[src/rtl/seq_sub_defs.vh]
// seq_sub_defs: FSM state encodings shared by the subtractor and its bench
`ifndef SEQ_SUB_DEFS_VH
`define SEQ_SUB_DEFS_VH
`define ST_IDLE 2'd0
`define ST_RUN  2'd1
`define ST_DONE 2'd2
`endif

[src/rtl/seq_subtractor_pkg.sv]
// seq_subtractor_pkg: state type and chunk-count helper for the chunk-serial subtractor
package seq_subtractor_pkg;
`include "seq_sub_defs.vh"
  typedef enum logic [1:0] {
    IDLE = `ST_IDLE,
    RUN  = `ST_RUN,
    DONE = `ST_DONE
  } state_t;
  function automatic int nchunk(input int w, input int c);
    return (w + c - 1) / c;
  endfunction
endpackage

[src/rtl/sub_chunk.sv]
// sub_chunk: combinational chunk subtract {bo,d} = x - y - bi
module sub_chunk #(
  parameter int CHUNK = 4
) (
  input  logic [CHUNK-1:0] x,
  input  logic [CHUNK-1:0] y,
  input  logic             bi,
  output logic [CHUNK-1:0] d,
  output logic             bo
);
  assign {bo, d} = {1'b0, x} - {1'b0, y} - {{CHUNK{1'b0}}, bi};
endmodule

[src/rtl/seq_subtractor.sv]
// seq_subtractor: handshaked chunk-serial a - b - bin with borrow-out
module seq_subtractor
  import seq_subtractor_pkg::*;
#(
  parameter int WIDTH = 8,
  parameter int CHUNK = 4
) (
  input  logic             clk,
  input  logic             rst_n,
  input  logic             in_valid,
  output logic             in_ready,
  input  logic [WIDTH-1:0] a,
  input  logic [WIDTH-1:0] b,
  input  logic             bin,
  output logic             out_valid,
  input  logic             out_ready,
  output logic [WIDTH-1:0] diff,
  output logic             bout
);
  localparam int NCHUNK = nchunk(WIDTH, CHUNK);
  localparam int PW = NCHUNK * CHUNK;
  state_t state, nxt;
  logic [PW-1:0] opa, opb;
  logic brw, last, accept, cb;
  logic [CHUNK-1:0] cd;
  assign accept = in_valid && in_ready;
  assign in_ready = state == IDLE;
  assign out_valid = state == DONE;
  assign bout = brw;
  // state register
  always_ff @(posedge clk or negedge rst_n)
    if (!rst_n) state <= IDLE;
    else state <= nxt;
  // next state: accept, run until the last chunk, hold result until taken
  always_comb begin
    nxt = state == IDLE ? (in_valid ? RUN : IDLE) :
          state == RUN  ? (last ? DONE : RUN) :
                          (out_ready ? IDLE : DONE);
  end
  // operands are captured zero-padded once; borrow chains chunk to chunk
  always_ff @(posedge clk or negedge rst_n)
    if (!rst_n) begin
      opa <= '0;
      opb <= '0;
      brw <= 1'b0;
    end else if (accept) begin
      opa <= PW'(a);
      opb <= PW'(b);
      brw <= bin;
    end else if (state == RUN) brw <= cb;
  generate
    case (NCHUNK)
      1: begin : sub
        sub_chunk #(.CHUNK(CHUNK)) core (.x(opa), .y(opb), .bi(brw), .d(cd), .bo(cb));
        assign last = 1'b1;
        // whole result lands in the single run cycle; padded bits dropped
        always_ff @(posedge clk or negedge rst_n)
          if (!rst_n) diff <= '0;
          else if (state == RUN) diff <= cd[WIDTH-1:0];
      end
      default: begin : sub
        localparam int KW = $clog2(NCHUNK);
        logic [KW-1:0] k;
        sub_chunk #(.CHUNK(CHUNK)) core (
          .x(opa[k*CHUNK +: CHUNK]), .y(opb[k*CHUNK +: CHUNK]), .bi(brw), .d(cd), .bo(cb)
        );
        assign last = k == KW'(NCHUNK - 1);
        // write chunk k into its slice of diff (truncated at WIDTH), advance k without wrapping
        always_ff @(posedge clk or negedge rst_n)
          if (!rst_n) begin
            k <= '0;
            diff <= '0;
          end else if (accept) k <= '0;
          else if (state == RUN) begin
            for (int i = 0; i < WIDTH; i++)
              if (i / CHUNK == int'(k)) diff[i] <= cd[i % CHUNK];
            if (!last) k <= k + 1'b1;
          end
      end
    endcase
  endgenerate
endmodule

[config.mk]
export PLATFORM = sky130hd
export DESIGN_NAME = seq_subtractor
export DESIGN_NICKNAME = d
export VERILOG_FILES = /design/src/rtl/seq_subtractor_pkg.sv /design/src/rtl/sub_chunk.sv /design/src/rtl/seq_subtractor.sv
export VERILOG_INCLUDE_DIRS = /design/src /design/src/rtl
export SDC_FILE = /design/constraint.sdc
export NUM_CORES = 1
export LEC_CHECK = 0
export CORE_UTILIZATION = 43
export DETAILED_ROUTE_END_ITERATION = 10
export PLACE_DENSITY = 0.76
export SLEW_MARGIN = 0
export SYNTH_ARGS = -nofsm -noshare
export SYNTH_HDL_FRONTEND = slang
export SYNTH_SLANG_ARGS = --single-unit
[constraint.sdc]
create_clock -name clk -period 2.6 [get_ports clk]
set_input_delay 0.52 -clock clk [delete_from_list [all_inputs] [get_ports clk]]
set_output_delay 0.52 -clock clk [all_outputs]
set_load 0.01 [all_outputs]
==> impl_metrics.env, run 1 <==
export IMPL_worst_path_max_fanout=10
export IMPL_critical_path_class="register to register"
export IMPL_drt_iter0_markers=28
export IMPL_dp_cells=163
export IMPL_whs_path_depth=2
export IMPL_clk_latency_ps=330
export IMPL_worstHoldEndpoint="diff[6]"
export IMPL_hold_start="diff[6]"
export IMPL_cts_tree="done"
export IMPL_initial_utilization_pct=46.7
export IMPL_power_mw=2.49
export IMPL_cts_htree_levels=1
export IMPL_critPathSlowestCell="dfrtp_1"
export IMPL_ys_warn_count=0
export IMPL_fp_dieW_um=57.4
export IMPL_cp_start_kind="register"
export IMPL_fin_crit_sh_pct=88.3
export IMPL_post_cts_resized=0
export IMPL_antennaDiodeCount=0
export IMPL_status="finished, violations left"
export IMPL_grt_overflow=0
export IMPL_drv_cap=0
export IMPL_syn_mean_instance_area_um2=13.2
export IMPL_synth_cell_types=22
export IMPL_crit_buf_inv=1
export IMPL_synth_top_cell_area_share_pct=53.0
export IMPL_crit_path_cell_trace="mux2i_1 -> fa_1 -> inv_1 -> fa_1 -> nand2b_1 -> a21oi_1 -> mux2i_1 -> o211ai_1"
export IMPL_fin_cells=167
export IMPL_reg2reg_to="bout"
export IMPL_grt_first_pass_wirelength_mm=4.05
export IMPL_vias=852
export IMPL_critical_path_arrival_ps=2520
export IMPL_die_height_um=57.4
export IMPL_cts_root_buf="clkbuf_4"
export IMPL_grt_pass1_vias=900
export IMPL_ys_ff_latch=28
export IMPL_area_growth_pct=30.9
export IMPL_vias_per_cell=5.10
export IMPL_post_cts_setup_buffers=0
export IMPL_place_congestion=0.721
export IMPL_io_buffers=31
export IMPL_dieArea_um2=3300
export IMPL_fin_hold_ws_ps=500
export IMPL_p_per_area_nw_per_um2=1440
export IMPL_ys_seq_area_share_pct=53.0
export IMPL_cts_hold_buf=0
export IMPL_critPathRequiredTime_ps=2820
export IMPL_wire_per_inst_um=13.8
export IMPL_r2r_start="last"
export IMPL_clk_pin_slew_worst_paths_ps=150
export IMPL_clkSinkCount=28
export IMPL_violations="design-rule violations"
export IMPL_max_freq_mhz=435
export IMPL_post_route_drc_count=4
export IMPL_mappedNetlistArea_um2=1320
export IMPL_finalHoldViolations=0
export IMPL_r2r_setup_slack_ps=300
export IMPL_syn_inst=100
export IMPL_ir_worst_vdd_mv=0.693
export IMPL_p_leak_nw=0.749
export IMPL_path_delay_family="adder cells"
export IMPL_ant_nets=0
export IMPL_grt_usage_pct=15.8
export IMPL_cp_depth=8
export IMPL_yosys_top_cells_area="dfrtp_1 (53%), mux2_2 (20%), ha_1 (3.8%), mux2i_1 (3.8%), fa_1 (3.0%)"
export IMPL_synthesis_nets=127
export IMPL_row_count=19
export IMPL_tns_ps=0
export IMPL_cts_path_max_buffers=2
export IMPL_setup_viol=0
export IMPL_layout_drive_gt1_share_pct=25.0
export IMPL_pin_count=32
export IMPL_grt_max_degree=29
export IMPL_nNetsFinal=164
export IMPL_synth_top_area_cell="dfrtp_1"
export IMPL_min_period_ps=2300
export IMPL_hold_path_class="register to register"
export IMPL_dp_hpwl_mm=1.75
export IMPL_finalClockSkew_ps=14.2
export IMPL_slew_viol_final=0
export IMPL_antenna_found_initial=0
export IMPL_max_slew_margin_pct=75.8
export IMPL_coreArea_um2=2830
export IMPL_first_pass_iters=7
export IMPL_rsz0062_at_grt="false"
export IMPL_worstSetupEndpointType="register"
export IMPL_numCtsBuffers=3
export IMPL_reg2reg_depth=8
export IMPL_drt_wl_total_mm=2.30
export IMPL_max_slew_worst_pin_slew_ps=363
export IMPL_critPathMaxStageDelay_ps=590
-- cells in the final DEF, fill, tap and decap left out, types with 3 or more instances in the layout --
| cell type | Yosys | final |
|---|---|---|
| clkdlybuf4s50_1 | 0 | 31 |
| dfrtp_1 | 28 | 28 |
| mux2_2 | 23 | 23 |
| nand2_1 | 6 | 6 |
| mux2i_1 | 5 | 5 |
| inv_1 | 5 | 5 |
| nor2_1 | 5 | 5 |
| o21ai_0 | 5 | 5 |
| ha_1 | 4 | 4 |
| nand2b_1 | 3 | 3 |
| clkbuf_4 | 0 | 3 |
| buf_4 | 0 | 3 |
-- flip-flops by register name (all words and copies together), names as in the netlist --
| register | flops |
|---|---|
| opa | 8 |
| state | 2 |
| opb | 8 |
| bout | 1 |
| diff | 8 |
| last | 1 |
-- power breakdown --
group          total (mW)  internal [mW]  switching [mW]  leakage [nW]
Sequential          0.820          0.662           0.158         0.332
Clock               0.283          0.156           0.127        0.0279
Combinational        1.39          0.777           0.616         0.389
-- cell usage after synthesis (all sizes together) --
cell and instances:
a21oi 3, and2 1, buf 2, dfrtp 28, fa 2, ha 4, inv 5, mux2 24
mux2i 5, nand2 6, nand2b 3, nor2 5, nor2b 1, nor3 1, o211ai 1, o21ai 5
o31ai 1, or2 1, xnor2 2
-- cell families (layout without fill, tap and decap cells) --
group | Yosys count | count (layout) | share of synthesized area (%)
multiplexers | 29 | 29 | 24.5
flip-flops | 28 | 28 | 53.0
AND/OR/NAND/NOR | 18 | 18 | 7.20
AO/OA/AOI/OAI | 10 | 10 | 4.45
buffers and inverters | 7 | 43 | 2.65
adder cells (fa/ha/maj) | 6 | 6 | 6.82
XOR/XNOR | 2 | 2 | 1.33
-- routing by layer --
layer / part of all wire (%) / wire (µm) / track usage (%) / up-vias
met5: 0 / 0 / 0 / -
met4: 0.96 / 22 / 5.23 / 0
met3: 6.7 / 155 / 3.17 / 2
met2: 44 / 1020 / 25.2 / 28
met1: 48 / 1100 / 21.7 / 407
li1: - / - / - / 415
-- how the worst max path moves through the flow --
stage	from	slack [ps]	end
2_1_floorplan	last	370	diff[3]
3_5_place_dp	last	350	diff[1]
6_report	last	300	bout
5_1_grt	last	140	bout
3_3_place_gp	last	390	diff[3]
4_1_cts	last	330	diff[3]
-- metrics by stage --
step	setup WS [ps]	instance area, µm²	utilization, %
final	303	1730	61.1
after global routing	141	1730	61.1
after CTS	327	1730	61.1
after detailed placement	353	1680	59.3
after global placement	395	1680	59.3
after floorplan	373	1320	-
-- layout make-up --
cell class / instances / area (µm²)
multi-input cells: 65 / 586
well taps: 31 / 38.8
inverters: 5 / 18.8
repair buffers: 34 / 333
clock inverters: 1 / 30.0
clock buffers: 3 / 22.5
flip-flops and latches: 28 / 701
fillers: 251 / 1100
-- worst min-delay path, stage by stage, from the launching register on --
cell	delay, ps
dfrtp_1	370
nand2_1	40
o21ai_0	60
(Power assumes the default switching activity.)
==> run 2: changes to the inputs <==
- CTS_CLUSTER_SIZE: not set -> 14
- DONT_BUFFER_PORTS: not set -> 1
- HOLD_SLACK_MARGIN: not set -> 0.15
- PLACE_DENSITY: 0.76 -> 0.63
==> impl_metrics.env, run 2 (synthesis results as in run 1) <==
export IMPL_ant_nets=0
export IMPL_clkSinkCount=28
export IMPL_die_height_um=57.4
export IMPL_antenna_found_initial=0
export IMPL_max_slew_margin_pct=68.3
export IMPL_clk_latency_ps=320
export IMPL_row_count=19
export IMPL_fin_crit_sh_pct=86.9
export IMPL_cts_htree_levels=1
export IMPL_fin_hold_ws_ps=272
export IMPL_vias=749
export IMPL_worstSetupEndpointType="register"
export IMPL_finalHoldViolations=0
export IMPL_power_mw=2.16
export IMPL_grt_usage_pct=14.6
export IMPL_slew_viol_final=0
export IMPL_grt_overflow=0
export IMPL_numCtsBuffers=3
export IMPL_grt_max_degree=29
export IMPL_hold_path_class="input pin to register"
export IMPL_layout_drive_gt1_share_pct=31.4
export IMPL_coreArea_um2=2830
export IMPL_cts_root_buf="clkbuf_4"
export IMPL_place_congestion=0.808
export IMPL_area_growth_pct=6.82
export IMPL_r2r_setup_slack_ps=340
export IMPL_highest_layer="met4"
export IMPL_largestRegisters="diff (8), opa (8), opb (8)"
export IMPL_critPathRequiredTime_ps=2800
export IMPL_path_delay_family="multiplexers"
export IMPL_hold_start="out_ready"
export IMPL_min_period_ps=2260
export IMPL_post_cts_setup_buffers=0
export IMPL_ir_worst_vdd_mv=0.699
export IMPL_r2r_start="last"
export IMPL_post_route_drc_count=2
export IMPL_first_pass_iters=6
export IMPL_cts_tree="done"
export IMPL_p_leak_nw=0.623
export IMPL_io_buffers=0
export IMPL_reg2reg_depth=7
export IMPL_crit_path_cell_trace="buf_4 -> mux2_4 -> fa_1 -> nand2b_1 -> a21oi_1 -> mux2i_1 -> o211ai_1"
export IMPL_max_slew_worst_pin_slew_ps=474
export IMPL_mostFrequentLayoutCell="dfrtp_1"
export IMPL_critical_path_arrival_ps=2460
export IMPL_cts_path_max_buffers=2
export IMPL_wl_met2_mm=1.02
export IMPL_tns_ps=0
export IMPL_max_freq_mhz=442
export IMPL_worst_path_max_fanout=9
export IMPL_cp_depth=7
export IMPL_status="finished, violations left"
export IMPL_rsz0062_at_grt="false"
export IMPL_fp_dieW_um=57.4
export IMPL_initial_utilization_pct=46.7
export IMPL_grt_first_pass_wirelength_mm=3.64
export IMPL_setup_ws_ps=340
export IMPL_pre_cts_slack_ps=356
export IMPL_antennaDiodeCount=0
export IMPL_cts_hold_buf=2
export IMPL_pin_count=32
export IMPL_cp_start_kind="register"
export IMPL_nNetsFinal=134
export IMPL_vias_per_cell=5.51
export IMPL_post_cts_resized=0
export IMPL_drv_cap=0
export IMPL_reg2reg_to="bout"
export IMPL_m1WireLength_um=890
export IMPL_final_cell_mix="dfrtp_1 (28), mux2_2 (23), nand2_1 (6)"
export IMPL_dp_hpwl_mm=1.69
export IMPL_crit_buf_inv=1
export IMPL_worstHoldEndpoint="state[1]"
export IMPL_route_met3_wl_um=165
export IMPL_critPathMaxStageDelay_ps=480
export IMPL_p_per_area_nw_per_um2=1530
export IMPL_drt_iter0_markers=20
export IMPL_finalClockSkew_ps=8.12
export IMPL_critPathSlowestCell="dfrtp_1"
export IMPL_drt_wl_total_mm=2.11
export IMPL_setup_viol=0
export IMPL_grt_pass1_vias=800
export IMPL_wire_per_inst_um=15.5
export IMPL_dieArea_um2=3300
export IMPL_critical_path_class="register to register"
export IMPL_violations="design-rule violations"
export IMPL_clk_pin_slew_worst_paths_ps=130
export IMPL_whs_path_depth=1
[run 2: routing by layer]
metal / up-vias / global-route usage, %
met4: 0 / 4.18
li1: 353 / -
met2: 23 / 23.9
met1: 369 / 17.4
met3: 4 / 6.12
met5: - / 0
[run 2: cell type report]
| class | count | area [µm²] |
|---|---|---|
| inverters | 5 | 18.8 |
| well taps | 31 | 38.8 |
| fillers | 252 | 1420 |
| multi-input cells | 65 | 586 |
| clock buffers | 3 | 22.5 |
| flip-flops and latches | 28 | 701 |
| repair buffers | 4 | 45.0 |
[run 2: how the worst max path moves through the flow]
stage              end  slack (ps)  startpoint
2_1_floorplan  diff[3]         370        last
3_3_place_gp      bout         440        last
3_5_place_dp      bout         360        last
4_1_cts           bout         320        last
5_1_grt           bout         230        last
6_report          bout         340        last
[run 2: stage by stage]
| step | utilization (%) | instances | instance area, µm² |
|---|---|---|---|
| CTS | 49.9 | 136 | 1410 |
| global route | 49.9 | 136 | 1410 |
| detailed placement | 48.0 | 131 | 1360 |
| floorplan | - | 100 | 1320 |
| finish | 49.9 | 136 | 1410 |
| global placement | 48.0 | 131 | 1360 |
[run 2: power breakdown]
part           leakage [nW]  switching (mW)  internal [mW]
logic                 0.278           0.540          0.604
registers             0.332           0.185          0.663
clock network        0.0138           0.112         0.0544
==> run 3: changes to the inputs <==
- CAP_MARGIN: not set -> 20
==> results of run 3 <==
Same layout as run 2: the final DEF is identical, and so are final timing and power.
